**src/rtl/bsg_print_stat_event_queue.sv**
```systemverilog
// bsg_print_stat_event_queue
//   Timestamps snooped print-stat events with a free-running cycle counter and
//   buffers {tag, timestamp} pairs in a FIFO drained through valid/yumi.
//   Events that find the FIFO full are dropped and counted; the producer is
//   never stalled.
//
// Ports:
//   clk_i, reset_i        clock, synchronous active-high reset
//   print_stat_v_i/tag_i  one-cycle event pulse and its tag
//   v_o, tag_o,
//   timestamp_o           head entry (tag/timestamp don't-care while v_o=0)
//   yumi_i                pop head this cycle (only legal when v_o=1)
//   count_o               registered occupancy, 0..els_p
//   drop_count_o          saturating count of dropped events
//   clear_drop_i          zero the drop counter at the next edge (wins over a drop)
//   cycle_o               current cycle counter value
module bsg_print_stat_event_queue #(
  parameter int data_width_p      = 32,
  parameter int els_p             = 16,
  parameter int timestamp_width_p = 48,
  parameter int drop_width_p      = 16
) (
  input  logic                           clk_i,
  input  logic                           reset_i,
  input  logic                           print_stat_v_i,
  input  logic [data_width_p-1:0]        print_stat_tag_i,
  output logic                           v_o,
  output logic [data_width_p-1:0]        tag_o,
  output logic [timestamp_width_p-1:0]   timestamp_o,
  input  logic                           yumi_i,
  output logic [$clog2(els_p+1)-1:0]     count_o,
  output logic [drop_width_p-1:0]        drop_count_o,
  input  logic                           clear_drop_i,
  output logic [timestamp_width_p-1:0]   cycle_o
);

  localparam int ptr_w_lp = $clog2(els_p);
  localparam int cnt_w_lp = $clog2(els_p+1);

  logic [data_width_p-1:0]      tag_mem [els_p];
  logic [timestamp_width_p-1:0] ts_mem  [els_p];

  logic [ptr_w_lp-1:0]          rd_ptr_r, wr_ptr_r;
  logic [cnt_w_lp-1:0]          count_r;
  logic [timestamp_width_p-1:0] cycle_r;
  logic [drop_width_p-1:0]      drop_r;

  logic full, deq, enq, drop;

  // A pop with nothing queued is ignored so an illegal yumi cannot corrupt state.
  assign deq  = yumi_i & (count_r != '0);
  assign full = (count_r == cnt_w_lp'(els_p));
  // When full, a same-cycle pop frees the slot the new entry lands in
  // (wr_ptr == rd_ptr); the head is read out before it is overwritten.
  assign enq  = print_stat_v_i & (~full | deq);
  assign drop = print_stat_v_i & ~enq;

  always_ff @(posedge clk_i) begin
    if (reset_i) begin
      cycle_r  <= '0;
      rd_ptr_r <= '0;
      wr_ptr_r <= '0;
      count_r  <= '0;
      drop_r   <= '0;
    end else begin
      cycle_r <= cycle_r + timestamp_width_p'(1);

      if (enq) wr_ptr_r <= wr_ptr_r + ptr_w_lp'(1);
      if (deq) rd_ptr_r <= rd_ptr_r + ptr_w_lp'(1);

      case ({enq, deq})
        2'b10:   count_r <= count_r + cnt_w_lp'(1);
        2'b01:   count_r <= count_r - cnt_w_lp'(1);
        default: count_r <= count_r;
      endcase

      if (clear_drop_i)
        drop_r <= '0;
      else if (drop && (drop_r != '1))
        drop_r <= drop_r + drop_width_p'(1);
    end
  end

  // Storage needs no reset; validity is tracked by the pointers and count.
  always_ff @(posedge clk_i) begin
    if (!reset_i && enq) begin
      tag_mem[wr_ptr_r] <= print_stat_tag_i;
      ts_mem[wr_ptr_r]  <= cycle_r;
    end
  end

  assign v_o          = (count_r != '0);
  assign tag_o        = tag_mem[rd_ptr_r];
  assign timestamp_o  = ts_mem[rd_ptr_r];
  assign count_o      = count_r;
  assign drop_count_o = drop_r;
  assign cycle_o      = cycle_r;

endmodule

```
**config.mk**
```make
export PLATFORM = sky130hd
export DESIGN_NAME = bsg_print_stat_event_queue
export DESIGN_NICKNAME = d
export VERILOG_FILES = /design/src/rtl/bsg_print_stat_event_queue.sv
export SDC_FILE = /design/constraint.sdc
export NUM_CORES = 1
export LEC_CHECK = 0
export CAP_MARGIN = 20
export CORE_AREA = 2 2 295 297
export DETAILED_ROUTE_END_ITERATION = 16
export DIE_AREA = 0 0 297 299
export PLACE_DENSITY = 0.79
export SETUP_SLACK_MARGIN = 0.05
export SKIP_LAST_GASP = 1
export SLEW_MARGIN = 20
export SYNTH_ARGS = -nofsm -noshare
export SYNTH_HDL_FRONTEND = slang
export SYNTH_SLANG_ARGS = --single-unit
```
**constraint.sdc**
```tcl
create_clock -name clk_i -period 9.1 [get_ports clk_i]
set_input_delay 1.82 -clock clk_i [delete_from_list [all_inputs] [get_ports clk_i]]
set_output_delay 1.82 -clock clk_i [all_outputs]
set_load 0.02 [all_outputs]
```
### Word level (Yosys, flattened, before mapping)

Memory sizes are Yosys's and may differ from the RTL's. A register that Yosys moved wholly into a read port is not among the register bits.
Cells that the tools add are included.

| cells by class | value |
|---|---|
| add/sub/neg operators | 6 |
| multipliers | 0 |
| div/mod/pow operators | 0 |
| $lt $le $gt $ge | 0 |
| equality and inequality tests | 4 |
| shift-type cells | 0 |
| multiplexer cells | 7 |
| bitwise gates (word level) | 6 |
| reduce and logical (&&, ||, !) cells | 6 |

Operators by type and width:

| operator | number |
|---|---|
| 48-bit by 1-bit adder with 48-bit output (second input constant) | 1 |
| 16-bit by 1-bit adder with 16-bit output (second input constant) | 1 |
| 4-bit 2-to-1 mux | 4 |
| 16-bit inequality test (second input constant) | 1 |
| 5-bit case mux with 2 select lines | 1 |
| 4-bit by 1-bit adder with 4-bit output (second input constant) | 2 |
| 5-bit by 1-bit adder with 5-bit output (second input constant) | 1 |
| 5-bit == test (second input constant) | 1 |
| 5-bit nonzero test | 1 |
| 5-bit by 1-bit subtractor with 5-bit output (second input constant) | 1 |
| 1-bit AND | 3 |
| 2-bit by 1-bit == test with 1-bit output (second input constant) | 1 |
| 2-bit == test (second input constant) | 1 |
| 1-bit logical AND | 2 |
| 1-bit 2-to-1 mux | 2 |
| 1-bit inverter | 2 |
| 2-bit nonzero test | 1 |
| 2-bit OR reduction | 1 |
| 1-bit zero test | 1 |
| 1-bit OR | 1 |

| storage, ports and cells | value |
|---|---|
| flip-flop bits (word level) | 77 |
| latch bits | 0 |
| bits in writable memories | 1,280 |
| memory bits (read-only) | 0 |
| input bits | 37 |
| output and inout port bits | 150 |
| logic and storage cells | 36 |
| memories kept | 2 |

Memories:

| memory | depth | bits a word | read ports | clocked after Yosys merged registers in | write ports | line | RTL |
|---|---|---|---|---|---|---|---|
| ts_mem | 16 | 48 | 1 | 1 | 1 | 41 | `logic [timestamp_width_p-1:0] ts_mem [els_p];` |
| tag_mem | 16 | 32 | 1 | 1 | 1 | 40 | `logic [data_width_p-1:0] tag_mem [els_p];` |

### Logic depth before layout (Yosys ltp)

Gate-level depths: netlist of the first run.

| depth | value |
|---|---|
| word-level depth | 7 |
| mapped depth | 11 |
| gate-level depth less buffers | 10 |

### Least setup slack after synthesis of the first run

Ideal clock, no wire load.

| path | value |
|---|---|
| path kind | in2reg |
| start point | in yumi_i |
| end point | mem tag_mem[3][0], enable pin |
| library setup time | 0.616 ns |
| arrival | 7.777 ns |
| required time | 8.484 ns |
| slack | 0.706 ns |
| stages on the path | 5 |
| path buffers | 0 |
| cells stage by stage | nand2b_1 -> o21ai_0 -> nor2_1 -> nand2_1 -> nor3_1 |

| on the way | value |
|---|---|
| longest elaborated chain between the ends | 6 |

Ends and longest elaborated chain:

| what | line | RTL |
|---|---|---|
| start: declaration | 30 | `input logic yumi_i,` |
| 1-bit AND | 51 | `assign deq = yumi_i & (count_r != '0);` |
| 1-bit OR | 55 | `assign enq = print_stat_v_i & (~full \| deq);` |
| 1-bit AND | 55 |  |
| 1-bit logical AND | 86 | `if (!reset_i && enq) begin` |
| 1-bit 2-to-1 mux | 86 |  |
| 1-bit 2-to-1 mux (implied by the code) | 87 | `tag_mem[wr_ptr_r] <= print_stat_tag_i;` |
| end: declaration | 40 |  |

No other way between the ends.

==> results of run 1 <==
placed cells by master, fill, tap and decap left out, types with 5 or more instances in the layout:
master	count
nor3_1	9
xor2_1	32
nand3_1	25
clkbuf_16	135
xnor2_1	28
ha_1	10
clkdlybuf4s50_1	185
nor2_4	12
or3_1	5
buf_4	56
bufinv_16	12
nand2_1	29
or4_1	7
nor4_1	5
o21ai_0	6
edfxtp_1	1280
buf_12	5
nand2b_1	5
and4_1	9
clkinv_1	15
dfxtp_1	77
inv_1	12
mux4_2	400
nor2_1	68
clkbuf_8	6
inv_6	5
and3_1	12
clkbuf_1	27
clkinvlp_4	6
a21oi_1	13
clkinv_2	23
nand4_1	23
how the worst max path moves through the flow:
stage | end | slack [ns] | depth (start not counted)
floorplan | tag_mem[3][0] | 0.71 | 5
global placement | tag_o[12] | 3.58 | 4
detailed placement | tag_o[12] | 3.52 | 4
CTS | tag_o[12] | 2.77 | 4
global route | timestamp_o[23] | 2.90 | 4
finish | timestamp_o[23] | 3.02 | 4
cell families after synthesis:
family,count (synthesis),share of synthesized area [%]
buffers and inverters,122,0.979
AOI/OAI and AO/OA,33,0.384
and+or+nand+nor,235,2.49
adders and majority gates,11,0.280
xor gates and xnor gates,60,1.02
muxes,403,17.5
DFF,1361,77.4
area by class of cell:
type                            instances  area (sq um)  share of cell area (%)
Sequential cell                      1361         40100                    67.2
Multi-Input combinational cell        742         11300                    19.0
Clock buffer                          168          3560                    5.97
Timing Repair Buffer                  251          2440                    4.09
Tap cell                             1155          1450                    2.42
Clock inverter                         72           757                    1.27
Inverter                               12          45.0                  0.0755
routing by layer:
| layer | global-route usage, % | up-vias | wire length (um) |
|---|---|---|---|
| met5 | 0 | - | 11 |
| met2 | 45.9 | 1578 | 62200 |
| met4 | 8.56 | 2 | 3320 |
| met3 | 5.19 | 253 | 10200 |
| met1 | 38.1 | 13400 | 45200 |
| li1 | - | 9978 | - |
per-stage QoR:
stage,util (%),cell area [sq um],setup WS (ns),instances
detailed placement,64.3,55300,3.52,3520
finish,69.4,59600,3.02,3761
floorplan,-,51800,0.706,2225
global placement,64.3,55300,3.58,3520
global route,69.4,59600,2.90,3761
CTS,69.3,59600,2.77,3760
report_power, final:
part / total [mW] / switching [mW] / internal (mW)
sequential: 6.98 / 0.110 / 6.87
combinational: 2.77 / 1.29 / 1.47
clock: 5.48 / 2.34 / 3.14
flip-flops by register name, indices dropped and copies added (netlist names), named ones only:
signal	flops
cycle_o	48
ts_mem	768
count_o	5
wr_ptr_r	4
rd_ptr_r	4
drop_count_o	16
tag_mem	512
==> flow_metrics.py, run 1 <==
metrics = {
    "setup_path": {
        "timing.rr.start": "count_o[0]",
        "worst_path_largest_cell_delay_ns": 0.96,
        "cp_slowest_cell": "dfxtp_4",
        "r2r_cells": 7,
        "end_kind": "output pin",
        "reg2reg_setup_slack_ns": 5.15,
        "path_buf_inv": 2,
        "critPathArrivalTime_ns": 4.26,
        "critPathRequiredTime_ns": 7.28,
        "r2r-end": "ts_mem[11][31]",
        "critical_path.max_fanout": 159,
        "critPathTopFamily": "buffers and inverters",
        "worst-setup-path-type": "reg -> out",
        "critPathLaunchType": "register",
        "crit_top_cell": "mux4_2",
        "crit_chain": "buf_12 > mux4_2 > mux4_2 > clkdlybuf4s50_1",
    },
    "global_routing": {
        "antenna_found_initial": 1,
        "grt_pass1_vias": 26300,
        "grt_max_degree": 160,
        "grt-ovfl-total": 0,
        "grt_use_total_pct": 27.7,
        "grt_pass1_wl_um": 178000,
    },
    "place": {
        "port_buffers": 186,
        "gp_congestion": 0.761,
        "hpwl_um": 60400,
    },
    "timing": {
        "finalSetupViolCount": 0,
        "finalHoldViolations": 0,
        "rsz0062_at_grt": "no",
        "fin_skew_ns": 0.0236,
        "slew_viol_final": 0,
        "fmax_mhz": 164,
        "slew-limit-headroom_pct": 26.6,
        "worstMarginPinSlew_ns": 1.10,
        "hold_slack_ns": 0.473,
        "fin_setup_tns_ns": 0,
        "fin_crit_sh_pct": 66.8,
        "finalCriticalPeriod_ns": 6.08,
    },
    "detailed_routing": {
        "antenna_left": 0,
        "drt_first_iter_violations": 3253,
        "vias_per_cell": 6.70,
        "wl_per_cell_um": 32.1,
        "vias": 25200,
        "drc": 0,
        "wl_um": 121000,
        "dr.pass1.iters": 8,
    },
    "yosys": {
        "synthArstFlopShare_pct": 0,
        "ys.flop_type": "edfxtp_1",
        "synth_top_area_share_pct": 74.3,
        "yosysSeqAreaShare_pct": 77.4,
        "synth_area_leader_cell": "edfxtp_1",
        "ys_seq_elements": 1361,
        "synth.most_common_cell": "edfxtp_1",
        "synthCells": 2225,
        "synthDistinctLibCells": 46,
        "ys_top_cells_by_area": "edfxtp_1 74%, mux4_2 17%, dfxtp_1 3.1%",
        "syn-num-nets": 2273,
        "synthTopCellsByCount": "1,280 x edfxtp_1, 400 x mux4_2, 81 x dfxtp_1",
        "syn_area_sq_mm": 0.0518,
        "synth_edf_count": 1280,
        "yosysWarnings": 0,
        "syn_avg_cell_area_sq_um": 23.3,
    },
    "flow_run": {
        "cap_violations": 0,
    },
    "clock_network": {
        "cts_buffers": 133,
        "cts_resized": 0,
        "clk_latency_ns": 0.73,
        "cts_buffer_depth": 3,
        "path_clk_slew_ns": 0.06,
        "clock_sinks": 1361,
        "clockRootBuffer": "clkbuf_16",
        "cts_tree": "done",
        "hold_buffers": 0,
        "post_cts_buffers": 0,
        "htreeDepth": 4,
    },
    "final_layout": {
        "fill_cells": 4939,
        "area_growth_pct": 15.2,
        "layout.nets": 2549,
        "post_route_cells_drive_above_1_share_pct": 26.8,
        "num_antenna_cells": 0,
    },
    "outcome": {
        "outcome": "completed",
    },
    "pwr": {
        "powerDensity_mw_per_mm2": 255,
        "leakage_nw": 18.3,
        "ir_drop_uv": 189,
        "p_total_mw": 15.2,
    },
    "floorplan": {
        "die_x_um": 297,
        "die_h_um": 299,
        "die_area_sq_mm": 0.0888,
        "std_cell_rows": 108,
        "start_util_pct": 60.2,
        "num_io_pins": 187,
        "coreArea_sq_mm": 0.0859,
    },
    "worst_hold_path": {
        "min_path_type": "reg -> reg",
        "hold-path-endpoint": "ts_mem[2][37]",
        "worstHoldStart": "cycle_o[37]",
        "min_path_cells": 0,
    },
}
Note: power is estimated with default switching activity, not from simulation.
==> run 2: changes to the inputs <==
--- a/config.mk
+++ b/config.mk
@@ -6,10 +6,10 @@
 export NUM_CORES = 1
 export LEC_CHECK = 0
 export CAP_MARGIN = 20
-export CORE_AREA = 2 2 295 297
+export CORE_AREA = 2 2 310 312
 export DETAILED_ROUTE_END_ITERATION = 16
-export DIE_AREA = 0 0 297 299
-export PLACE_DENSITY = 0.79
+export DIE_AREA = 0 0 312 314
+export PLACE_DENSITY = 0.75
 export SETUP_SLACK_MARGIN = 0.05
 export SKIP_LAST_GASP = 1
 export SLEW_MARGIN = 20
==> constraint.sdc (replaced) <==
create_clock -name clk_i -period 5.3 [get_ports clk_i]
set_input_delay 1.06 -clock clk_i [delete_from_list [all_inputs] [get_ports clk_i]]
set_output_delay 1.06 -clock clk_i [all_outputs]
set_load 0.02 [all_outputs]
==> run 2 against run 1 <==
Non-clock buffer count grew 11. Design area increased by 1.3%. Cell count increased by 3.4%. Worst setup slack worse by 2.5 ns. Power grew 72%. Count of clock-buffer cells in the layout up 23. Critical path depth rose by 1. Die area grew 10%. Core utilization decreased by 5.4 points. Global-route usage fell by 3.7 points. Sequential power increased by 70%. Highest routed layer is now met4.
==> flow_metrics.py, run 2 (synthesis gave the netlist of run 1 again) <==
metrics = {
    "outcome": {
        "outcome": "completed",
    },
    "pwr": {
        "leakage_nw": 18.5,
        "seqPwrFrac_pct": 45.6,
        "clkPwrFrac_pct": 36.2,
        "switching_share_pct": 23.7,
        "combPwrFrac_pct": 18.2,
        "switchingPower_mw": 6.19,
        "power.internal_mw": 20.0,
        "powerDensity_mw_per_mm2": 433,
        "ir_drop_uv": 369,
    },
    "final_layout": {
        "layout_commonest_cell": "edfxtp_1",
        "layout_common_cells": "1,280 x edfxtp_1, 400 x mux4_2, 185 x clkdlybuf4s50_1, 145 x clkbuf_16, 77 x dfxtp_1",
        "area_growth_pct": 16.7,
        "num_antenna_cells": 0,
        "top_register": "ts_mem",
        "fill_cells": 6124,
        "post_route_cells_drive_above_1_share_pct": 26.8,
        "largest_register_ffs": 768,
        "layout.nets": 2564,
    },
    "timing": {
        "setup_slack_ns": 0.555,
        "fmax_mhz": 211,
        "slew-limit-headroom_pct": 40.1,
        "fin_skew_ns": 0.0238,
        "rsz0062_at_grt": "no",
        "finalSetupViolCount": 0,
        "fin_setup_tns_ns": 0,
        "slew_viol_final": 0,
        "worstMarginPinSlew_ns": 0.896,
        "finalCriticalPeriod_ns": 4.74,
        "fin_crit_sh_pct": 89.5,
        "finalHoldViolations": 0,
    },
    "floorplan": {
        "std_cell_rows": 113,
        "coreArea_sq_mm": 0.0944,
        "die_area_sq_mm": 0.0980,
        "start_util_pct": 54.8,
        "die_h_um": 314,
        "die_x_um": 312,
        "num_io_pins": 187,
    },
    "place": {
        "hpwl_um": 58900,
        "port_buffers": 186,
        "gp_congestion": 0.776,
        "place_ws_ns": 1.23,
    },
    "clock_network": {
        "cts_buffers": 137,
        "clockRootBuffer": "clkbuf_16",
        "cts_buffer_depth": 3,
        "htreeDepth": 4,
        "cts_tree": "done",
        "clock_sinks": 1361,
        "hold_buffers": 0,
        "path_clk_slew_ns": 0.05,
        "cts_resized": 0,
        "post_cts_buffers": 0,
        "clk_latency_ns": 0.73,
    },
    "setup_path": {
        "crit_chain": "buf_12 > buf_12 > mux4_2 > mux4_2 > clkdlybuf4s50_1",
        "cp_slowest_cell": "dfxtp_4",
        "worst-setup-path-type": "reg -> out",
        "critPathRequiredTime_ns": 4.24,
        "end_kind": "output pin",
        "critPathLaunchType": "register",
        "critPathArrivalTime_ns": 3.68,
        "worst_path_largest_cell_delay_ns": 0.63,
        "critical_path.max_fanout": 32,
        "r2r_cells": 10,
    },
    "global_routing": {
        "grt_use_total_pct": 24.0,
        "grt_pass1_wl_um": 170000,
        "grt_max_degree": 85,
        "antenna_found_initial": 0,
        "grt-ovfl-total": 0,
        "grt_pass1_vias": 25500,
    },
    "detailed_routing": {
        "vias_per_cell": 6.26,
        "wl_per_cell_um": 29.7,
        "vias": 24300,
        "drt_first_iter_violations": 2616,
        "antenna_left": 0,
        "wl_um": 116000,
        "drc": 0,
        "dr.pass1.iters": 5,
    },
    "worst_hold_path": {
        "min_path_type": "reg -> reg",
        "min_path_cells": 2,
    },
    "flow_run": {
        "cap_violations": 0,
    },
}
-- run 2: cell count changes in the layout (fill, tap and decap cells not counted), sizes merged --
cell    previous run  this run
buf               66        77
clkbuf           168       191
bufinv            12        10
clkinv            46        34
inv               19        17
-- run 2: final cells by class --
class | count | area [sq um] | area share (%)
Clock inverter | 56 | 584 | 0.967
Tap cell | 1265 | 1580 | 2.62
Timing Repair Buffer | 262 | 2970 | 4.91
Inverter | 12 | 45.0 | 0.0745
Sequential cell | 1361 | 40100 | 66.3
Clock buffer | 191 | 3840 | 6.36
Multi-Input combinational cell | 742 | 11300 | 18.8
-- run 2: path summary, 6_finish.rpt --
path / from / endpoint / slack [ns]
setup reg to reg: count_o[0] / count_o[4] / 2.15
setup / recovery: register / tag_o[19] / 0.56
hold reg to reg: rd_ptr_r[1] / register / 0.51
hold / removal: rd_ptr_r[1] / register / 0.51
-- run 2: stage by stage --
| step | hold WS, ns | power [mW] | cells | utilization, % | cell area (sq um) |
|---|---|---|---|---|---|
| detailed placement | 0.497 | 17.0 | 3642 | 59.3 | 56000 |
| finish | 0.506 | 26.2 | 3889 | 64.0 | 60400 |
| floorplan | 0.468 | 15.5 | 2225 | - | 51800 |
| CTS | 0.510 | 26.4 | 3889 | 64.0 | 60400 |
| global placement | 0.474 | 16.9 | 3642 | 59.3 | 56000 |
| global route | 0.536 | 27.1 | 3889 | 64.0 | 60400 |
-- run 2: routing by layer --
layer | wire length [um] | up-vias | global-route usage [%]
met3 | 9280 | 196 | 5.03
met1 | 46600 | 13000 | 34.2
met2 | 56600 | 1114 | 37.8
met5 | 0 | - | 0
li1 | - | 10000 | -
met4 | 3030 | 0 | 7.98
-- run 2: critical path: cells and delay by family, from the launching register on --
family / cells / cell delay [ns]
buf+inv: 3 / 1.18
flops: 1 / 0.63
mux: 2 / 1.08
-- run 2: power groups by stage --
stage | clock (mW) | sequential, mW | combinational (mW)
finish | 9.48 | 11.9 | 4.76
global route | 10.1 | 11.9 | 5.05
CTS | 9.65 | 11.9 | 4.86
detailed placement | 0 | 12.2 | 4.83
global placement | 0 | 12.1 | 4.75
floorplan | 0 | 12.1 | 3.42
==> run 3: changes to the inputs <==
--- a/config.mk
+++ b/config.mk
@@ -6,9 +6,9 @@
 export NUM_CORES = 1
 export LEC_CHECK = 0
 export CAP_MARGIN = 20
-export CORE_AREA = 2 2 310 312
+export CORE_AREA = 4 4 312 314
 export DETAILED_ROUTE_END_ITERATION = 16
-export DIE_AREA = 0 0 312 314
+export DIE_AREA = 0 0 316 318
 export PLACE_DENSITY = 0.75
 export SETUP_SLACK_MARGIN = 0.05
 export SKIP_LAST_GASP = 1
==> run 3 against run 2 <==
Maximum frequency is 0.14% lower. Sequential cell count stayed put. Via count is 0.21% lower. Die area is 2.6% higher. Sequential share of layout area hardly changed. Core utilization is 0.12 points lower. Combinational power hardly changed. Cell count is 0.33% lower. Global-route usage is 0.40 points lower. Design area hardly changed. Critical path type unchanged. Critical endpoint is now tag_o[5]. Largest cell class unchanged.
==> flow_metrics.py, run 3 (synthesis gave the netlist of run 1 again) <==
metrics = {
    "detailed_routing": {
        "dr.pass1.iters": 5,
        "drc": 0,
        "wl_um": 116000,
        "vias_per_cell": 6.27,
        "antenna_left": 0,
        "vias": 24300,
        "drt_first_iter_violations": 2919,
        "wl_per_cell_um": 29.8,
    },
    "pwr": {
        "powerDensity_mw_per_mm2": 437,
        "seqPwrFrac_pct": 45.3,
        "p_total_mw": 26.4,
        "leakage_nw": 18.5,
        "ir_drop_uv": 356,
        "power.internal_mw": 20.2,
        "switchingPower_mw": 6.18,
        "switching_share_pct": 23.4,
        "clkPwrFrac_pct": 36.8,
        "combPwrFrac_pct": 17.9,
    },
    "global_routing": {
        "grt_max_degree": 81,
        "antenna_found_initial": 1,
        "grt_pass1_vias": 25800,
        "grt_use_total_pct": 23.6,
        "grt-ovfl-total": 0,
        "grt_pass1_wl_um": 172000,
    },
    "floorplan": {
        "die_x_um": 316,
        "start_util_pct": 54.7,
        "coreArea_sq_mm": 0.0946,
        "std_cell_rows": 113,
        "die_area_sq_mm": 0.100,
        "num_io_pins": 187,
        "die_h_um": 318,
    },
    "setup_path": {
        "worst_path_largest_cell_delay_ns": 0.76,
        "end_kind": "output pin",
        "critPathLaunchType": "register",
        "critPathArrivalTime_ns": 3.69,
        "worst-setup-path-type": "reg -> out",
        "timing.rr.start": "count_o[0]",
        "crit_chain": "buf_12 > mux4_2 > mux4_2 > clkdlybuf4s50_1",
        "path_buf_inv": 2,
        "r2r_cells": 10,
        "reg2reg_setup_slack_ns": 2.13,
        "r2r-end": "count_o[4]",
        "critical_path.max_fanout": 53,
        "critPathTopFamily": "multiplexers",
        "cp_slowest_cell": "dfxtp_4",
        "crit_top_cell": "mux4_2",
        "critPathRequiredTime_ns": 4.24,
    },
    "timing": {
        "rsz0062_at_grt": "no",
        "finalHoldViolations": 0,
        "worstMarginPinSlew_ns": 1.02,
        "fin_setup_tns_ns": 0,
        "fin_skew_ns": 0.0326,
        "setup_slack_ns": 0.548,
        "fmax_mhz": 210,
        "slew-limit-headroom_pct": 31.4,
        "finalSetupViolCount": 0,
        "fin_crit_sh_pct": 89.7,
        "finalCriticalPeriod_ns": 4.75,
        "slew_viol_final": 0,
    },
    "final_layout": {
        "layout.nets": 2551,
        "fill_cells": 5960,
        "top_register": "ts_mem",
        "post-route-cell-area_sq_mm": 0.0604,
        "largest_register_ffs": 768,
        "layout_commonest_cell": "edfxtp_1",
        "register_area_sq_mm": 0.0401,
        "area_growth_pct": 16.7,
        "final_util_pct": 63.9,
        "multi_input_area_sq_mm": 0.0113,
        "post_route_cells_drive_above_1_share_pct": 26.7,
        "layout_common_cells": "1,280 x edfxtp_1, 400 x mux4_2, 185 x clkdlybuf4s50_1, 146 x clkbuf_16, 77 x dfxtp_1",
    },
    "place": {
        "place_area_sq_mm": 0.0558,
        "hpwl_um": 56200,
        "gp_congestion": 0.774,
        "port_buffers": 186,
        "place_ws_ns": 1.25,
    },
    "clock_network": {
        "cts_tree": "done",
        "cts_buffer_depth": 3,
        "cts_resized": 0,
        "htreeDepth": 4,
        "path_clk_slew_ns": 0.06,
        "hold_buffers": 0,
        "post_cts_buffers": 0,
        "clk_latency_ns": 0.73,
        "cts_buffers": 138,
        "clockRootBuffer": "clkbuf_16",
        "clock_sinks": 1361,
    },
    "worst_hold_path": {
        "min_path_type": "reg -> reg",
        "worstHoldStart": "rd_ptr_r[1]",
        "min_path_cells": 2,
    },
    "outcome": {
        "outcome": "completed",
    },
    "flow_run": {
        "cap_violations": 0,
    },
}
## run 3: changes by cell type in the layout (fill, tap and decap cells not counted), sizes merged
| cell | delta |
|---|---|
| inv | -1 |
| clkinv | +8 |
| bufinv | +4 |
| buf | -14 |
| diode | +1 |
| clkinvlp | -2 |
| clkbuf | -9 |
## run 3: how the worst max path moves through the flow
stage                      endpoint  slack, ns  cells past startpoint
floorplan            tag_mem[15][0]      -0.19                      5
global placement    timestamp_o[13]       1.26                      4
detailed placement  timestamp_o[13]       1.25                      4
CTS                 timestamp_o[42]       0.45                      4
global route               tag_o[5]       0.35                      4
finish                     tag_o[5]       0.55                      4
## run 3: area by class of cell
cell class,count,area share (%)
timing repair buffer,248,4.61
inverter,12,0.0746
tap,1265,2.62
clock buffer,182,6.39
multi-input combinational,742,18.8
clock inverter,65,1.19
sequential,1361,66.4
antenna,1,0.00414
## run 3: per-stage QoR
stage	std cells	hold WS, ns
floorplan	2225	0.468
global placement	3628	0.469
detailed placement	3628	0.502
CTS	3875	0.511
global route	3875	0.550
finish	3876	0.503
## run 3: per-layer routing
| layer | global-route usage (%) | up-vias | part of all wire, % |
|---|---|---|---|
| met3 | 5.14 | 169 | 8.3 |
| met5 | 0 | - | 0 |
| met4 | 6.27 | 0 | 2.1 |
| met1 | 33.0 | 13000 | 39 |
| li1 | - | 10000 | - |
| met2 | 38.4 | 1149 | 51 |
## run 3: power groups by stage
| stage | sequential [mW] | combinational, mW | clock (mW) |
|---|---|---|---|
| floorplan | 12.1 | 3.42 | 0 |
| global placement | 12.2 | 4.72 | 0 |
| detailed placement | 12.2 | 4.79 | 0 |
| CTS | 12.0 | 4.84 | 9.86 |
| global route | 12.0 | 5.04 | 10.4 |
| finish | 12.0 | 4.73 | 9.71 |
## run 3: worst register-to-register path, cell delays in order (launching register included)
cell and delay [ns]:
dfxtp_1 0.35, or4_1 0.72, o21a_1 0.35, nand2b_1 0.15, inv_1 0.09, ha_1 0.32, nor2b_1 0.16, o21a_1 0.19
or4_1 0.42, and3_1 0.18, nor3_1 0.15
